--- src/rtl/tft_fb_reader.sv ---
// tft_fb_reader
//   Framebuffer scan-out stage between the TFT/VGA timing generator and the
//   panel driver. Tracks the framebuffer word/lane of the current pixel with
//   incremental counters, issues a registered word address, waits out the
//   memory read latency, unpacks the pixel from the returned word and expands
//   it to RGB565 together with an aligned data-enable.
//
// Parameters
//   H_ACTIVE, V_ACTIVE : active pixels per line / active lines per frame
//   BPP                : bits per pixel (1, 2, 4, 8, 16)
//   MEM_DW             : framebuffer word width, a multiple of BPP
//   AW                 : framebuffer address width
//   RD_LAT             : memory read latency in clocks (>= 1)
//
// Ports
//   clk                : pixel clock
//   rst                : asynchronous reset, active-high
//   hcount, vcount     : position from the timing generator
//   q                  : framebuffer read data
//   fg_color, bg_color : RGB565 colours for pixel values 1 / 0 (BPP=1 only)
//   address            : framebuffer word address (registered)
//   vga_data           : RGB565 pixel (registered)
//   de                 : vga_data valid (registered)
module tft_fb_reader #(
    parameter int H_ACTIVE = 800,
    parameter int V_ACTIVE = 480,
    parameter int BPP      = 1,
    parameter int MEM_DW   = 1,
    parameter int AW       = 19,
    parameter int RD_LAT   = 1
) (
    input  logic              clk,
    input  logic              rst,
    input  logic [10:0]       hcount,
    input  logic [10:0]       vcount,
    input  logic [MEM_DW-1:0] q,
    input  logic [15:0]       fg_color,
    input  logic [15:0]       bg_color,
    output logic [AW-1:0]     address,
    output logic [15:0]       vga_data,
    output logic              de
);

    localparam int PPW = MEM_DW / BPP;
    localparam int LW  = (PPW > 1) ? $clog2(PPW) : 1;
    localparam int OW  = (MEM_DW > 1) ? $clog2(MEM_DW) : 1;

    localparam logic [LW-1:0] LANE_LAST = LW'(PPW - 1);
    localparam logic [10:0]   H_LIM     = 11'(H_ACTIVE);
    localparam logic [10:0]   V_LIM     = 11'(V_ACTIVE);
    localparam logic [10:0]   H_LAST    = 11'(H_ACTIVE - 1);
    localparam logic [10:0]   V_LAST    = 11'(V_ACTIVE - 1);

    // scan-in side
    logic          frame_start;
    logic          act;
    logic          scan;
    logic          synced_q, synced_d;
    logic [AW-1:0] word_q, word_d, cur_word;
    logic [LW-1:0] lane_q, lane_d, cur_lane;
    logic [AW-1:0] addr_q, addr_d;

    // latency-matching pipeline, stage 0 is loaded together with the address
    logic [RD_LAT:0]         act_pipe_q;
    logic [RD_LAT:0][LW-1:0] lane_pipe_q;

    // scan-out side
    logic [OW-1:0]  lane_off;
    logic [BPP-1:0] pix;
    logic [15:0]    colour;
    logic [15:0]    vga_q, vga_d;
    logic           de_q, de_d;

    // Counters hold the word/lane of the pixel presented this cycle. A frame
    // start overrides them combinationally so (0,0) always maps to word 0
    // lane 0, even after a mid-frame reset or corrupt timing. After reset
    // nothing is scanned until the first frame start has been seen.
    always_comb begin
        frame_start = (hcount == '0) && (vcount == '0);
        act         = (hcount < H_LIM) && (vcount < V_LIM);
        synced_d    = synced_q | frame_start;
        scan        = act && synced_d;
        cur_word    = frame_start ? '0 : word_q;
        cur_lane    = frame_start ? '0 : lane_q;

        word_d = cur_word;
        lane_d = cur_lane;
        addr_d = addr_q;

        if (scan) begin
            addr_d = cur_word;
            if ((hcount == H_LAST) && (vcount == V_LAST)) begin
                word_d = '0;
                lane_d = '0;
            end else if (cur_lane == LANE_LAST) begin
                word_d = cur_word + AW'(1);
                lane_d = '0;
            end else begin
                lane_d = cur_lane + LW'(1);
            end
        end
    end

    always_comb begin
        lane_off = OW'(32'(lane_pipe_q[RD_LAT]) * BPP);
        pix      = q[lane_off +: BPP];
    end

    generate
        if (BPP == 1) begin : g_mono
            always_comb colour = pix[0] ? fg_color : bg_color;
        end else if (BPP == 16) begin : g_direct
            always_comb colour = pix;
        end else begin : g_grey
            // Replicate the pixel MSB-first across 16 bits; each colour field
            // is then the top of that pattern.
            logic [15:0] rep;
            always_comb begin
                rep = '0;
                for (int unsigned i = 0; i < 16; i++) begin
                    rep[15-i] = pix[BPP-1-(i%BPP)];
                end
                colour = {rep[15:11], rep[15:10], rep[15:11]};
            end
        end
    endgenerate

    always_comb begin
        de_d  = act_pipe_q[RD_LAT];
        vga_d = de_d ? colour : '0;
    end

    always_ff @(posedge clk or posedge rst) begin
        if (rst) begin
            synced_q    <= 1'b0;
            word_q      <= '0;
            lane_q      <= '0;
            addr_q      <= '0;
            act_pipe_q  <= '0;
            lane_pipe_q <= '0;
            vga_q       <= '0;
            de_q        <= 1'b0;
        end else begin
            synced_q    <= synced_d;
            word_q      <= word_d;
            lane_q      <= lane_d;
            addr_q      <= addr_d;
            act_pipe_q  <= {act_pipe_q[RD_LAT-1:0], scan};
            lane_pipe_q <= {lane_pipe_q[RD_LAT-1:0], cur_lane};
            vga_q       <= vga_d;
            de_q        <= de_d;
        end
    end

    assign address  = addr_q;
    assign vga_data = vga_q;
    assign de       = de_q;

endmodule

--- config.mk ---
export PLATFORM = sky130hd
export DESIGN_NAME = tft_fb_reader
export DESIGN_NICKNAME = d
export VERILOG_FILES = /design/src/rtl/tft_fb_reader.sv
export SDC_FILE = /design/constraint.sdc
export NUM_CORES = 1
export LEC_CHECK = 0
export BUFFER_PORTS_ARGS = -buffer_cell sky130_fd_sc_hd__buf_2
export CAP_MARGIN = 20
export CORE_ASPECT_RATIO = 1.75
export CORE_UTILIZATION = 30
export DETAILED_ROUTE_END_ITERATION = 10
export GPL_TIMING_DRIVEN = 1
export SYNTH_ARGS = -nofsm -noshare
export SYNTH_HDL_FRONTEND = slang
export SYNTH_SLANG_ARGS = --single-unit
--- constraint.sdc ---
create_clock -name clk -period 2.7 [get_ports clk]
set_input_delay 0.27 -clock clk [delete_from_list [all_inputs] [get_ports clk]]
set_output_delay 0.27 -clock clk [all_outputs]
set_load 0.01 [all_outputs]
[Yosys cells after proc, flatten, opt, wreduce, memory -nomap -nowiden]
Cells that the tools add are included.
Storage, ports and cells
  register bits after elaboration: 61
  logic and storage cells: 33
  output and inout port bits: 36
Operators by class
  shifts and indexed selects: 1
  equal/unequal tests: 2
  $lt $le $gt $ge: 2
  muxes and demuxes: 10
  bitwise gates (word level): 1
  add/subtract/negate cells: 2
  reductions and logical operators: 6
Operators by type and width (count)
  $mux 19: 4
  $mux 16: 2
  $logic_not 11->1: 2
  $add 19x1->19 const B: 1
  $eq 11x10->1 const B: 1
  $eq 11x9->1 const B: 1
  $lt 11x10->1 const B: 1
  $lt 11x9->1 const B: 1
  $logic_and 1x1->1: 4
  $mux 1: 4
  $shiftx 1x2->1: 1
  $add 1x1->1 const B: 1
  $or 1x1->1: 1

[Logic depth before layout (Yosys ltp)]
Gate-level depths: netlist of run 1.
  depth after elaboration: 7
  mapped depth: 10
  gate-level depth less buffers: 9

[Worst setup path after synthesis of run 1]
Ideal clock, no wire load.
  kind: input to register
  start: input hcount[3]
  end: register word_q[14]
  stages: 10
  setup time: 0.121 ns
  path buffers: 1
  path slack: 0.275 ns
  arrival: 2.303 ns
  data required time: 2.579 ns
  cells stage by stage: or4_1 or3_4 or2_1 and2_1 ha_1 clkbuf_1 nand3_1 nor4_1 xnor2_1 nor2_1
On the way
  word-level cells in the longest chain between the ends: 7
  elaborated cells between the ends (all ways): 14
Ends and longest elaborated chain
  from (decl): line 34  | input logic [10:0] hcount,
  $logic_not 11->1: line 79  | frame_start = (hcount == '0) && (vcount == '0);
  $logic_and 1x1->1: line 79
  $mux 19: line 83  | cur_word = frame_start ? '0 : word_q;
  net cur_word[0]: line 59  | logic [AW-1:0] word_q, word_d, cur_word;
  $add 19x1->19: line 96  | word_d = cur_word + AW'(1);
  $mux 19: line 95  | end else if (cur_lane == LANE_LAST) begin
  $mux 19: line 92  | if ((hcount == H_LAST) && (vcount == V_LAST)) begin
  $mux 19: line 90  | if (scan) begin
  net word_d[14]: line 59
  to (signal assigned): line 145  | word_q <= word_d;
  to (decl): line 59
The timed path passes the listed nets, and every way through them passes these cells.
A chain may end at the register's enable or synchronous reset.

[Final worst setup path of run 1]
  start: input hcount[5]
  end: register word_q[14]
Same word-level chain as after synthesis.

==> results of run 1 <==
[worst max-delay path by stage]
stage                     depth (start not counted)         end  slack, ns
after floorplan                                  10  word_q[14]       0.28
after global placement                           10  word_q[16]       0.10
after detailed placement                         10  word_q[16]       0.06
after CTS                                        10  word_q[14]       0.41
after global routing                             10  word_q[16]       0.25
final                                            10  word_q[14]       0.39
[logic make-up (layout without fill, tap and decap cells)]
group / after synthesis / count (layout) / synth area share [%]
and+or+nand+nor: 128 / 128 / 22.1
AOI/OAI and AO/OA: 69 / 69 / 15.7
DFF: 61 / 61 / 53.4
buffers and inverters: 21 / 123 / 3.41
xor gates and xnor gates: 10 / 10 / 3.07
muxes: 5 / 5 / 1.84
adders and majority gates: 1 / 1 / 0.438
[flip-flops by register name (all words and copies together) (netlist names)]
register / cells
act_pipe_q: 2
address: 19
de: 1
lane_pipe_q: 2
lane_q: 1
synced_q: 1
vga_data: 16
word_q: 19
[Yosys cell counts (2+ instances only)]
cell type | instances | area share (%)
dfrtp_1 | 61 | 53
nand2_1 | 56 | 7.4
o21ai_0 | 19 | 3.3
a21boi_0 | 16 | 4.2
nor2_1 | 15 | 2.0
clkbuf_1 | 12 | 1.6
nand3_1 | 10 | 1.8
nand4_1 | 10 | 2.2
o21ai_1 | 10 | 1.8
o21ai_2 | 8 | 2.5
xor2_1 | 7 | 2.1
nor3_1 | 6 | 1.1
a21oi_1 | 5 | 0.88
and2_1 | 5 | 1.1
or4_1 | 5 | 1.3
nor4_1 | 4 | 0.88
or3_1 | 4 | 0.88
and4_1 | 3 | 0.92
inv_1 | 3 | 0.39
mux2i_1 | 3 | 1.1
o31ai_1 | 3 | 0.79
xnor2_1 | 3 | 0.92
buf_2 | 2 | 0.35
buf_6 | 2 | 0.79
mux2_1 | 2 | 0.79
nand3b_1 | 2 | 0.53
nor2b_1 | 2 | 0.44
o211ai_1 | 2 | 0.53
or2_1 | 2 | 0.44
[final cells by class]
type / instances / area [µm²] / area share [%]
Clock inverter: 1 / 5.00 / 0.134
Sequential cell: 61 / 1530 / 40.8
Timing Repair Buffer: 102 / 536 / 14.3
Inverter: 5 / 20.0 / 0.535
Clock buffer: 15 / 268 / 7.16
Multi-Input combinational cell: 213 / 1230 / 33.0
Tap cell: 120 / 150 / 4.02
[power breakdown]
group	internal [mW]	leakage, nW	total, mW	switching (mW)
sequential	0.916	0.842	0.916	0.00000397
clock	0.669	0.134	1.04	0.367
combinational	0.0403	0.850	0.0914	0.0512
total	1.63	1.83	2.04	0.418
[worst register-to-register path, stage by stage, from the launching register on]
cell,delay [ns]
dfrtp_1,0.46
nand4_1,0.18
or3_1,0.45
or3b_2,0.48
or4_1,0.41
a21oi_1,0.15
[per-stage QoR]
| step | setup WS (ns) | power [mW] |
|---|---|---|
| 4_1_cts | 0.414 | 2.08 |
| 6_report | 0.386 | 2.04 |
| 5_1_grt | 0.253 | 2.12 |
| 2_1_floorplan | 0.275 | 0.968 |
| 3_3_place_gp | 0.101 | 1.02 |
| 3_5_place_dp | 0.0605 | 1.02 |
[per-layer routing]
| metal | up-vias | share of wire (%) | wire length, µm |
|---|---|---|---|
| met2 | 79 | 55 | 3740 |
| met4 | 0 | 2.6 | 180 |
| li1 | 1237 | - | - |
| met5 | - | 0 | 0 |
| met1 | 1142 | 38 | 2600 |
| met3 | 15 | 4.7 | 322 |
==> summary.txt, run 1 <==
FFs w/ async S/R, synth: 100%
Die Y: 131 µm
Grt met2 use: 27.3%
Worst hold path class: primary input to async pin
Setup crit start: hcount[5]
CTS H-tree lvls: 3
Setup TNS Final: 0 ns
Largest net degree at the start of global routing: 62
Initial detailed-routing violation count: 72
Post-place instance area: 3470 µm²
Commonest cells after routing, fill and taps aside: buf_2, dfrtp_1, nand2_1
Initial antenna violation count: 0
Worst Setup End Kind: register
Status: finished, final reports clean
Power Density: 547 nW/µm²
Mean Syn Cell Area: 9.69 µm²
Clock Path Buffers: 2
Leakage: 1.83 nW
Final worst-path cycle share: 85.7%
Final setup vio count: 0
Most common cell after layout, fill and taps aside: buf_2
Top delay family on crit path: simple AND/OR/NAND/NOR gates
Synth Register Bits: 61
Diode count: 0
Prevailing post-synth register cell: dfrtp_1
Worst setup path category: primary input to register
Fin crit period: 2.31 ns
Peak supply drop: 0.000302 V
Post-Layout Cell Count: 517
Critical path required time: 2.91 ns
HPWL Detailed: 5.16 mm
# placed instances: 501
Synth-to-layout area growth: 30.8%
Worst Skew: 0.00460 ns
Number of synthesized flops with an enable pin: 0
Cts repair resizes: 0
Global-route wire length before repair: 11.1 mm
Post-synth cell types: 42
CP max stage delay: 0.57 ns
CTS Hold Buffers Added: 0
PortBufs: 92
Fin. Hold Viols: 0
Met3 Resource Use GR: 3.91%
CP bufs+invs: 1
F_max: 432 MHz
Fill count: 902
Gr ovfl total: 0
Worst-case reg-to-reg path depth: 5
Grt met1 use: 14.5%
Initial Util: 31.2%
Avg WL per Cell: 13.2 µm
Vias post-DR: 2,473
Row Count: 46
Post-Syn Area: 2860 µm²
I/O pin cnt: 93
DR pass1 iterations: 4
Slew headroom: 48.4%
Worst-path fanout max: 8
Clock latency on the worst-skew pair: 0.33 ns
Die X: 75.8 µm
Register area share after synthesis: 53.4%
Sink Count: 61
Via density: 4.78
Core footprint: 9150 µm²
R2R Path End: word_q[9]
Max-cap violations: 0
Post-CTS setup buffer count: 0
DRC: 0
Share of cells above drive strength 1: 31.7%
CTS tree: yes
Finished Core Util: 40.9%
Slew @ Worst Pin: 0.774 ns
Reg-to-reg startpoint: word_q[2]
WHS: 0.160 ns
Cell area after layout: 3740 µm²
Post-Syn Instances: 295
Crit path launch type: primary input
Final Wtd Congestion: 0.814
Critical-path cell list: buf_2 -> or4_1 -> or3_4 -> or2_1 -> and2_1 -> ha_1 -> nand3_1 -> nor4_1 -> xnor2_1 -> nor2_1
Number of routed nets with antenna violations: 0
Worst endpoint data arrival time: 2.53 ns
RSZ-0062 raised after global routing: false
Worst-path clk slew: 0.05 ns
Final #Nets: 450
Slew Viols, Final: 0
Die area: 9940 µm²
GRT Total Usage: 15.0%
Detailed Route WL: 6.85 mm
Yosys warns: 0
Syn Nets: 353
Vias in the first global route: 2,405
R2R Setup Slk: 0.49 ns
Root Buffer: clkbuf_16
CP max stage cell: or4_1
GRT Max-Usage Layer: met2
CTS Buf Count: 9
(Power assumes the default switching activity.)
==> run 2, diff against run 1 <==
Clock period 2.7 ns to 2.42 ns, I/O delays scaled along.
==> summary.txt, run 2 (synthesis gave the netlist of run 1 again) <==
Worst-path fanout max: 6 (-2)
Avg WL per Cell: 13.2 µm (-0.26%)
Setup TNS Final: 0 ns (unchanged)
Final Wtd Congestion: 0.817 (+0.37%)
Clock Path Buffers: 2 (unchanged)
Detailed Route WL: 6.93 mm (+1.3%)
GRT Total Usage: 15.1% (+0.18 points)
Final worst-path cycle share: 92.8%
Fill count: 896 (-0.67%)
HPWL Detailed: 5.30 mm (+2.8%)
Diode count: 0 (unchanged)
R2R Path End: word_q[9]
CP max stage delay: 0.48 ns (-0.09 ns)
Initial detailed-routing violation count: 75 (+4.2%)
Max-cap violations: 0 (unchanged)
Slew @ Worst Pin: 0.593 ns (-0.182 ns)
Fin. Hold Viols: 0 (unchanged)
Via density: 4.86 (+1.5%)
Pre-CTS setup slack: -0.114 ns (-0.174 ns)
Final #Nets: 458 (+1.8%)
Critical-path cell list: nand4_1 -> or3_1 -> or3b_2 -> or4_1 -> a21oi_1
Worst setup path category: register to register
Leakage: 1.90 nW (+4.0%)
Global-route wire length before repair: 11.4 mm (+2.2%)
Final setup vio count: 0 (unchanged)
Worst Skew: 0.00723 ns (+0.00263 ns)
Grt met1 use: 15.1% (+0.67 points)
CP max stage cell: or3b_2
DR pass1 iterations: 4 (unchanged)
RSZ-0062 raised after global routing: false
Worst-case reg-to-reg path depth: 5 (unchanged)
Die area: 9940 µm² (unchanged)
Most common cell after layout, fill and taps aside: buf_2
Post-route worst setup slack: 0.174 ns (-0.212 ns)
Critical path required time: 2.67 ns (-0.24 ns)
Peak supply drop: 0.000372 V (+23%)
PortBufs: 92 (unchanged)
R2R Setup Slk: 0.17 ns (-0.32 ns)
Met3 Resource Use GR: 2.61% (-1.3 points)
Initial antenna violation count: 0 (unchanged)
Net switching power of the design: 490 µW (+17%)
Synth-to-layout area growth: 35.8%
Total Power: 2.51 mW (+23%)
Worst setup path end: word_q[9]
Number of routed nets with antenna violations: 0 (unchanged)
Slew Viols, Final: 0 (unchanged)
Cell area after layout: 3880 µm² (+3.8%)
Vias post-DR: 2,549 (+3.1%)
Status: finished, final reports clean
CTS tree: yes
Crit path launch type: register
Power Density: 648 nW/µm² (+18%)
Share of cells above drive strength 1: 33.6% (+1.8 points)
DRC: 0 (unchanged)
Setup crit start: word_q[3]
F_max: 445 MHz
Worst-path clk slew: 0.05 ns (about the same)
CTS Buf Count: 9 (unchanged)
Sw frac: 19.5% (-0.98 points)
Gr ovfl total: 0 (unchanged)
Commonest cells after routing, fill and taps aside: buf_2, dfrtp_1, nand2_1
Root Buffer: clkbuf_16
WHS: 0.160 ns (-0.0000360 ns)
Reg-to-reg startpoint: word_q[3]
Worst hold path class: primary input to register
Clock latency on the worst-skew pair: 0.33 ns (about the same)
CTS H-tree lvls: 3 (unchanged)
Die Y: 131 µm (unchanged)
CTS Hold Buffers Added: 1 (+1)
Grt met2 use: 27.2% (-0.098 points)
Post-CTS setup buffer count: 0 (unchanged)
Worst Setup End Kind: register
Largest net degree at the start of global routing: 49 (-21%)
Worst endpoint data arrival time: 2.49 ns (-0.04 ns)
GRT Max-Usage Layer: met2
Core footprint: 9150 µm² (unchanged)
Vias in the first global route: 2,503 (+4.1%)
Slew headroom: 60.5% (+12 points)
Die X: 75.8 µm (unchanged)
Sequential power share: 40.7% (-4.1 points)
Post-place instance area: 3540 µm² (+2.2%)
Clock power frac: 55.1% (+4.4 points)
Int Power: 2.02 mW (+24%)
Logic pwr share: 4.3% (-0.2 points)
Initial Util: 31.2% (unchanged)
Sink Count: 61 (unchanged)
Row Count: 46 (unchanged)
I/O pin cnt: 93 (unchanged)
Cts repair resizes: 0 (unchanged)
Fin crit period: 2.25 ns
==> run 2: cell types whose count changed in the layout (fill, tap and decap cells not counted) <==
| cell | delta |
|---|---|
| buf_4 | +5 |
| clkbuf_1 | -3 |
| buf_12 | +2 |
| bufinv_16 | +2 |
| clkinv_2 | +1 |
| dlygate4sd3_1 | +1 |
==> run 2: through the flow <==
stage / utilization (%) / instances
floorplan: - / 295
global placement: 38.7 / 508
detailed placement: 38.7 / 508
CTS: 42.4 / 525
global route: 42.4 / 525
finish: 42.4 / 525
==> run 2: worst min-delay path by stage <==
| stage | startpoint | endpoint | slack, ns | cells after the start |
|---|---|---|---|---|
| CTS | fg_color[2] | vga_data[2] | 0.15 | 3 |
| global route | fg_color[12] | vga_data[12] | 0.16 | 3 |
| global placement | rst | address[3] | 0.22 | 2 |
| detailed placement | rst | address[7] | 0.23 | 2 |
| floorplan | act_pipe_q[0] | act_pipe_q[1] | 0.33 | 0 |
| finish | fg_color[2] | vga_data[2] | 0.16 | 3 |
==> run 2: power groups by stage <==
stage          clock, mW  combinational, mW  sequential (mW)
2_1_floorplan          0             0.0415             1.04
3_3_place_gp           0              0.106             1.04
3_5_place_dp           0              0.108             1.04
4_1_cts             1.41              0.110             1.02
5_1_grt             1.44              0.121             1.02
6_report            1.38              0.107             1.02
==> run 2: critical path: cells and delay by family (launching register included) <==
family / cells / cell delay (ns)
AND/OR/NAND/NOR: 4 / 1.55
flip-flops: 1 / 0.44
AO/OA/AOI/OAI: 1 / 0.19
==> run 2: cell type report <==
type | instances | area, µm² | share of cell area (%)
flip-flops and latches | 61 | 1530 | 39.3
multi-input cells | 213 | 1230 | 31.8
repair buffers | 110 | 623 | 16.1
clock buffers | 12 | 256 | 6.61
well taps | 120 | 150 | 3.87
clock inverters | 4 | 70.1 | 1.81
inverters | 5 | 20.0 | 0.516
==> run 2: layer usage <==
metal	vias to the layer above	part of all wire [%]
met4	0	3.0
li1	1251	-
met5	-	0
met1	1201	38
met2	82	55
met3	15	4.3
==> run 3, diff against run 2 <==
Settings changed: CORE_ASPECT_RATIO 1.75 to 2.
==> summary.txt, run 3 (synthesis gave the netlist of run 1 again) <==
Status: finished, violations left
Violated checks: DRC
Global-route wire length before repair: 12.2 mm (+7.2%)
Commonest cells after routing, fill and taps aside: buf_2, dfrtp_1, nand2_1
CP max stage delay: 0.51 ns (+0.03 ns)
Clock latency on the worst-skew pair: 0.32 ns (about the same)
Final worst-path cycle share: 90.1% (-2.7 points)
Initial antenna violation count: 0 (unchanged)
Avg WL per Cell: 13.7 µm (+4.0%)
R2R Setup Slk: 0.24 ns (+0.07 ns)
Initial Util: 30.7% (-0.57 points)
Worst-path clk slew: 0.05 ns (about the same)
HPWL Detailed: 5.47 mm (+3.2%)
R2R Path End: word_q[9]
CTS Buf Count: 9 (unchanged)
Finished Core Util: 41.2% (-1.2 points)
Max-cap violations: 0 (unchanged)
Slew Viols, Final: 0 (unchanged)
Worst Skew: 0.00339 ns (-0.00384 ns)
Synth-to-layout area growth: 34.4%
Worst setup path category: primary input to register
Die Y: 140 µm (+6.8%)
CTS Hold Buffers Added: 1 (unchanged)
I/O pin cnt: 93 (unchanged)
Detailed Route WL: 7.01 mm (+1.1%)
Vias post-DR: 2,550 (+0.039%)
Critical-path cell list: buf_2 -> or4_1 -> or3_4 -> or2_1 -> and2_1 -> ha_1 -> nand3_1 -> nor4_1 -> xnor2_1 -> nor2_1
Reg-to-reg startpoint: word_q[4]
Row Count: 50 (+8.7%)
Power Density: 634 nW/µm² (-2.1%)
Post-place instance area: 3520 µm² (-0.71%)
Final Wtd Congestion: 0.829 (+1.4%)
Fin crit period: 2.18 ns (-0.0662 ns)
Clock Path Buffers: 2 (unchanged)
RSZ-0062 raised after global routing: false
F_max: 459 MHz (+3.0%)
GRT Total Usage: 15.7% (+0.60 points)
Slew headroom: 60.7% (+0.27 points)
Largest net degree at the start of global routing: 25 (-49%)
Initial detailed-routing violation count: 105 (+40%)
Worst-path fanout max: 8 (+2)
Diode count: 0 (unchanged)
DRC: 11 (+11)
Die X: 71.0 µm (-6.3%)
Vias in the first global route: 2,696 (+7.7%)
Worst-case reg-to-reg path depth: 5 (unchanged)
Sink Count: 61 (unchanged)
Leakage: 1.89 nW (-0.48%)
Hold Path Depth: 3 (unchanged)
Final setup vio count: 0 (unchanged)
Core footprint: 9320 µm² (+1.9%)
Via density: 5.00 (+3.0%)
CP max stage cell: or4_1
Peak supply drop: 0.000332 V (-11%)
Setup crit start: hcount[3]
Fill count: 928 (+3.6%)
CTS H-tree lvls: 3 (unchanged)
Final #Nets: 459 (+0.22%)
DR pass1 iterations: 9 (+5)
Worst hold path class: primary input to register
Most common cell after layout, fill and taps aside: buf_2
Worst endpoint data arrival time: 2.39 ns (-0.10 ns)
Number of routed nets with antenna violations: 0 (unchanged)
Crit path launch type: primary input
Post-CTS setup buffer count: 0 (unchanged)
Root Buffer: clkbuf_16
Cts repair resizes: 0 (unchanged)
Share of cells above drive strength 1: 33.7% (+0.16 points)
Worst setup path end: word_q[16]
Gr ovfl total: 0 (unchanged)
Slew @ Worst Pin: 0.589 ns (-0.00410 ns)
Cell area after layout: 3840 µm² (-1.0%)
CTS tree: yes
Die area: 9940 µm² (about the same)
PortBufs: 92 (unchanged)
Critical path required time: 2.63 ns (-0.04 ns)
Fin. Hold Viols: 0 (unchanged)
Worst Setup End Kind: register
[run 3: cell types whose count changed in the layout (fill, tap and decap cells not counted), sizes merged]
cell,delta
buf,+1
bufinv,-1
clkbuf,+1
clkinv,-1
clkinvlp,+1
[run 3: critical path, delay by kind of cell]
kind / cells / cell delay (ns)
and+or+nand+nor: 7 / 1.61
adders and majority gates: 1 / 0.30
xor gates and xnor gates: 1 / 0.15
buffers and inverters: 1 / 0.10
[run 3: power by group]
part           internal (mW)  total, mW  switching (mW)
clock network          0.878       1.31           0.429
logic                 0.0475      0.105          0.0578
registers               1.02       1.02      0.00000472
total                   1.95       2.43           0.487
[run 3: cell type report]
| cell class | count | area, µm² | share of cell area [%] |
|---|---|---|---|
| repair buffers | 111 | 618 | 16.1 |
| well taps | 104 | 130 | 3.39 |
| inverters | 5 | 20.0 | 0.521 |
| flip-flops and latches | 61 | 1530 | 39.7 |
| multi-input cells | 213 | 1230 | 32.1 |
| clock buffers | 13 | 270 | 7.04 |
| clock inverters | 3 | 42.5 | 1.11 |
[run 3: routing by layer]
metal / GRT usage [%] / wire (µm) / vias to the layer above
met1: 15.3 / 2490 / 1208
met3: 2.95 / 342 / 10
li1: - / - / 1249
met5: 0 / 0 / -
met2: 30.2 / 4020 / 83
met4: 8.53 / 150 / 0
[run 3: worst min path at each step]
stage	from	endpoint	slack (ns)
2_1_floorplan	act_pipe_q[0]	act_pipe_q[1]	0.33
3_3_place_gp	rst	vga_data[10]	0.25
3_5_place_dp	rst	vga_data[13]	0.25
4_1_cts	fg_color[12]	vga_data[12]	0.15
5_1_grt	bg_color[7]	vga_data[7]	0.17
6_report	fg_color[12]	vga_data[12]	0.16
[run 3: through the flow]
| stage | std cells | hold slack, ns | total power, mW | TNS (ns) | worst slack (ns) |
|---|---|---|---|---|---|
| after floorplan | 295 | 0.331 | 1.08 | 0 | 0.0234 |
| after global placement | 493 | 0.246 | 1.14 | -0.0990 | -0.0530 |
| after detailed placement | 493 | 0.253 | 1.15 | -0.308 | -0.0857 |
| after CTS | 510 | 0.149 | 2.48 | 0 | 0.257 |
| after global routing | 510 | 0.174 | 2.54 | 0 | 0.118 |
| final | 510 | 0.160 | 2.43 | 0 | 0.240 |
